### config.mk
export PLATFORM = sky130hd
export DESIGN_NAME = freq_meter
export DESIGN_NICKNAME = d
export VERILOG_FILES = /design/src/rtl/freq_meter_pkg.sv /design/src/rtl/edge_sync.sv /design/src/rtl/freq_meter.sv
export SDC_FILE = /design/constraint.sdc
export NUM_CORES = 1
export LEC_CHECK = 0
export CAP_MARGIN = 20
export CORE_MARGIN = 2
export CORE_UTILIZATION = 40
export CTS_CLUSTER_SIZE = 24
export DETAILED_ROUTE_END_ITERATION = 6
export HOLD_SLACK_MARGIN = 0.03
export PLACE_DENSITY = 0.65
export SYNTH_ARGS = -nofsm -noshare
export SYNTH_HDL_FRONTEND = slang
export SYNTH_SLANG_ARGS = --single-unit
### constraint.sdc
create_clock -name clock -period 3.9 [get_ports clock]
set_input_delay 0.78 -clock clock [delete_from_list [all_inputs] [get_ports clock]]
set_output_delay 0.78 -clock clock [all_outputs]
set_load 0.1 [all_outputs]
### src/rtl/freq_meter_pkg.sv
// Shared types and default constants for the gated-window frequency meter.
package freq_meter_pkg;

    typedef enum logic [1:0] {
        IDLE,
        GATE,
        DONE
    } state_t;

    localparam int DEF_SYNC_STAGES     = 2;
    localparam int GATE_CYCLES_DEFAULT = 50000000;

endpackage

### src/rtl/edge_sync.sv
// Multi-flop synchroniser for an external pin with a rising-edge pulse output.
module edge_sync
    import freq_meter_pkg::*;
#(
    parameter int SYNC_STAGES = DEF_SYNC_STAGES
) (
    input  logic clock,
    input  logic reset,
    input  logic async_in,
    output logic rise
);

    logic [SYNC_STAGES-1:0] sync;
    logic                   prev;

    always_ff @(posedge clock or negedge reset) begin
        if (!reset) begin
            sync <= '0;
            prev <= 1'b0;
        end else begin
            sync <= {sync[SYNC_STAGES-2:0], async_in};
            prev <= sync[SYNC_STAGES-1];
        end
    end

    assign rise = sync[SYNC_STAGES-1] & ~prev;

endmodule

### src/rtl/freq_meter.sv
// Gated-window frequency counter: counts synchronised rising edges over
// GATE_CYCLES clocks, then publishes the count with a one-cycle valid.
module freq_meter
    import freq_meter_pkg::*;
#(
    parameter int WIDTH       = 32,
    parameter int GATE_CYCLES = GATE_CYCLES_DEFAULT,
    parameter int SYNC_STAGES = DEF_SYNC_STAGES
) (
    input  logic             clock,
    input  logic             reset,
    input  logic             signal_in,
    input  logic             start,
    input  logic             continuous,
    output logic [WIDTH-1:0] count_out,
    output logic             overflow,
    output logic             valid,
    output logic             busy
);

    localparam int GW = $clog2(GATE_CYCLES);
    localparam logic [GW-1:0]    LAST = GW'(GATE_CYCLES - 1);
    localparam logic [WIDTH-1:0] MAX  = '1;

    state_t           state;
    logic [GW-1:0]    gate_cnt;
    logic [WIDTH-1:0] edge_cnt;
    logic [WIDTH-1:0] edge_nxt;
    logic             sat;
    logic             sat_nxt;
    logic             rise;

    edge_sync #(
        .SYNC_STAGES(SYNC_STAGES)
    ) u_sync (
        .clock   (clock),
        .reset   (reset),
        .async_in(signal_in),
        .rise    (rise)
    );

    // Counter sticks at all-ones; reaching it marks the window as saturated.
    always_comb begin
        edge_nxt = edge_cnt;
        if (rise && edge_cnt != MAX) begin
            edge_nxt = edge_cnt + 1'b1;
        end
        sat_nxt = sat | (edge_nxt == MAX);
    end

    always_ff @(posedge clock or negedge reset) begin
        if (!reset) begin
            state     <= IDLE;
            gate_cnt  <= '0;
            edge_cnt  <= '0;
            sat       <= 1'b0;
            count_out <= '0;
            overflow  <= 1'b0;
            valid     <= 1'b0;
            busy      <= 1'b0;
        end else begin
            case (state)
                IDLE: begin
                    valid <= 1'b0;
                    if (start || continuous) begin
                        state    <= GATE;
                        busy     <= 1'b1;
                        gate_cnt <= '0;
                        edge_cnt <= '0;
                        sat      <= 1'b0;
                    end
                end
                GATE: begin
                    edge_cnt <= edge_nxt;
                    sat      <= sat_nxt;
                    gate_cnt <= gate_cnt + 1'b1;
                    if (gate_cnt == LAST) begin
                        state     <= DONE;
                        count_out <= edge_nxt;
                        overflow  <= sat_nxt;
                        valid     <= 1'b1;
                    end
                end
                DONE: begin
                    valid    <= 1'b0;
                    gate_cnt <= '0;
                    edge_cnt <= '0;
                    sat      <= 1'b0;
                    if (continuous) begin
                        state <= GATE;
                    end else begin
                        state <= IDLE;
                        busy  <= 1'b0;
                    end
                end
                default: begin
                    state <= IDLE;
                    busy  <= 1'b0;
                    valid <= 1'b0;
                end
            endcase
        end
    end

endmodule

==> out/results.tsv <==
stage	metric	value	unit
sta	slew margin rel.	0.328	
clock_tree	CTS tree	yes	
sta	Peak Freq	295	MHz
power	sw power	0.000672	W
logic_synthesis	Syn Inst Count	640	
routing	DR DRC count	0	
global_route	vias in the first global route	4590	
logic_synthesis	Seq/Total Area, Yosys	0.457	
sta	Slew Limit Fails	0	
global_route	antenna violations before repair	0	
power	Gate power share	0.095	
logic_synthesis	Yosys Warn Count	0	
clock_tree	TritonCTS Buffers	9	
logic_synthesis	most used flip-flop cell after synthesis	dfrtp_1	
floorplan	Core Region	13200	um2
run_status	status	completed	
worst_hold_path	hold crit path type	reg -> reg	
routing	Routed wire per std cell	16.1	um
global_route	first-pass GRT wire length	23000	um
logic_synthesis	Post-synth EDFFs	0	
global_route	largest net degree at the start of global routing	75	
floorplan	die area	14500	um2
clock_tree	Max Buffers Root-to-Sink	2	
critical_path	CP max FO	11	
layout	Nets	662	
power	maximum VDD drop	196	uV
critical_path	Critical Path RT	4.18	ns
clock_tree	clock transition at the registers of the reported paths	0.07	ns
critical_path	critical path endpoint category	flip-flop	
clock_tree	clock latency on the worst-skew pair	0.35	ns
floorplan	DIE WIDTH	120	um
sta	fin crit share	0.868	
job	max-cap violations	0	
logic_synthesis	post-synthesis cell area	5420	um2
sta	Post-Route Skew	0.0112	ns
global_route	Overall Global Routing Usage	0.196	
layout	area of the multi-input gates	2750	um2
routing	DRT iter0 DRCs	448	
sta	Setup violations, final	0	
floorplan	I/O Pins	40	
routing	via/cell ratio	5.72	
floorplan	Rows	42	
clock_tree	Setup Buffers After CTS	0	
routing	drt pass-1 iters	4	
clock_tree	CTS sink cnt	99	
logic_synthesis	Cell variety after synth	53	
logic_synthesis	syn nets	647	
power	clock power share	0.385	
sta	RSZ-0062 raised after global routing	no	
power	switching share of power	0.280	
sta	Tightest Pin Transition	1.01	ns
logic_synthesis	Seq cells post-synth	99	
power	part of the power in registers	0.520	
layout	final core utilization	0.472	
layout	commonest non-fill, non-tap cell in the layout	nand2_1	
power	Pint	0.00173	W
placement	post-detail-place hpwl	9180	um
layout	fill cell count	1272	
critical_path	critical path launch point type	flip-flop	
routing	Post-DRT Antenna Nets	0	
logic_synthesis	ys async rst share	1.00	
placement	port bufs	39	
routing	Routed WL	13500	um
logic_synthesis	syn_area_per_cell	8.47	um2
layout	register area	2480	um2
global_route	global route total overflow	0	
placement	routability cong.	0.900	
layout	diode count	0	
routing	vias	4783	
layout	share of post-route cells with drive strength above 1	0.0576	
clock_tree	Clock Tree Root	clkbuf_16	
sta	Hold Vio Cnt, Final	0	
clock_tree	Resize count post-CTS	0	
critical_path	WS Path Type	reg -> reg	
floorplan	effective utilization at floorplan	0.409	
layout	highest-count cells in the layout ignoring fill and taps	nand2_1 (123), o21ai_0 (109), dfrtp_1 (99)	
layout	Synth-to-Final Area Change	15.3	%
power	Cell Pwr Density	384	nW/um2
clock_tree	H-tree depth	3	
clock_tree	Hold Buf Count CTS	0	
critical_path	WP data arrival	3.66	ns
floorplan	Die Ht	120	um
sta	Fin Setup TNS	0	ns
sta	fin crit period	3.38	ns
power	Leak Pwr	2.43	nW
-- worst max-delay path: stages (launching register included) --
cell and delay (ns):
dfrtp_1 0.46, ha_1 0.21, nand3b_1 0.30, or4_4 0.56
a211oi_4 0.38, xnor2_1 0.16, or4b_1 0.52, nor4_1 0.30
o2111ai_1 0.23, a21oi_1 0.19
-- final timing paths --
kind | startpoint | to | slack [ns] | depth (start not counted)
worst min register to register | u_sync.sync[0] | u_sync.sync[1] | 0.35 | 0
worst max register to register | edge_cnt[0] | overflow | 0.52 | 9
worst min-delay path | u_sync.sync[0] | u_sync.sync[1] | 0.35 | 0
max in group asynchronous | reset | edge_cnt[16] | 2.56 | 2
worst max-delay path | edge_cnt[0] | overflow | 0.52 | 9
min in group asynchronous | reset | count_out[29] | 0.57 | 1
-- layout make-up --
type                            instances  area share
Clock buffer                           10      0.0382
Sequential cell                        99       0.396
Tap cell                              176      0.0352
Clock inverter                          6      0.0114
Inverter                                7     0.00420
Multi-Input combinational cell        488       0.439
Timing Repair Buffer                   50      0.0752
-- power by group through the flow --
stage | combinational (W) | clock (W) | sequential, W
after floorplan | 0.000218 | 0 | 0.00119
after global placement | 0.000218 | 0 | 0.00126
after detailed placement | 0.000231 | 0 | 0.00126
after CTS | 0.000233 | 0.000950 | 0.00125
after global routing | 0.000268 | 0.000987 | 0.00127
final | 0.000229 | 0.000926 | 0.00125
-- kinds of logic (layout without fill, tap and decap cells) --
group           Yosys count  after routing  synth area share
mux                       5              5           0.00969
compound gates          175            175             0.189
simple gates            277            277             0.255
buf+inv                  53             73            0.0383
flops                    99             99             0.457
xor+xnor                 29             29            0.0469
fa+ha+maj                 2              2           0.00462
-- metal layers --
metal,routed length (um),track usage
met2,6490,0.317
met3,638,0.0410
met5,0,0
met1,6040,0.259
met4,312,0.0756
-- metrics by stage --
step,total power (W),hold slack [ns],cell area [um2],setup WS (ns),std cells
after floorplan,0.00141,0.331,5420,1.17,640
after global placement,0.00148,0.336,5940,0.732,820
after detailed placement,0.00150,0.342,5940,0.503,820
after CTS,0.00243,0.357,6250,0.514,836
after global routing,0.00252,0.367,6250,0.243,836
final,0.00240,0.353,6250,0.515,836
-- flip-flops by register name, summed over array words and instances (netlist names), 2 cells and up --
register	count
gate_cnt	26
count_out	32
state	2
u_sync.sync	2
edge_cnt	32
-- Yosys cell counts, drive strengths merged, types with 5 or more instances --
cell type,instances,share of area
inv,7,0.0048
o21ai,110,0.10
nand4,22,0.029
xor2,9,0.015
nand2,123,0.085
a31oi,12,0.014
nand3,19,0.018
or3,7,0.0081
nor3,16,0.015
and2,5,0.0058
nor2,31,0.021
buf,11,0.0092
and3,15,0.017
xnor2,20,0.032
o31ai,12,0.017
nor4,14,0.019
nand2b,7,0.0081
clkbuf,35,0.024
a22o,5,0.0081
a21oi,14,0.013
dfrtp,99,0.46
(Power assumes the default switching activity.)
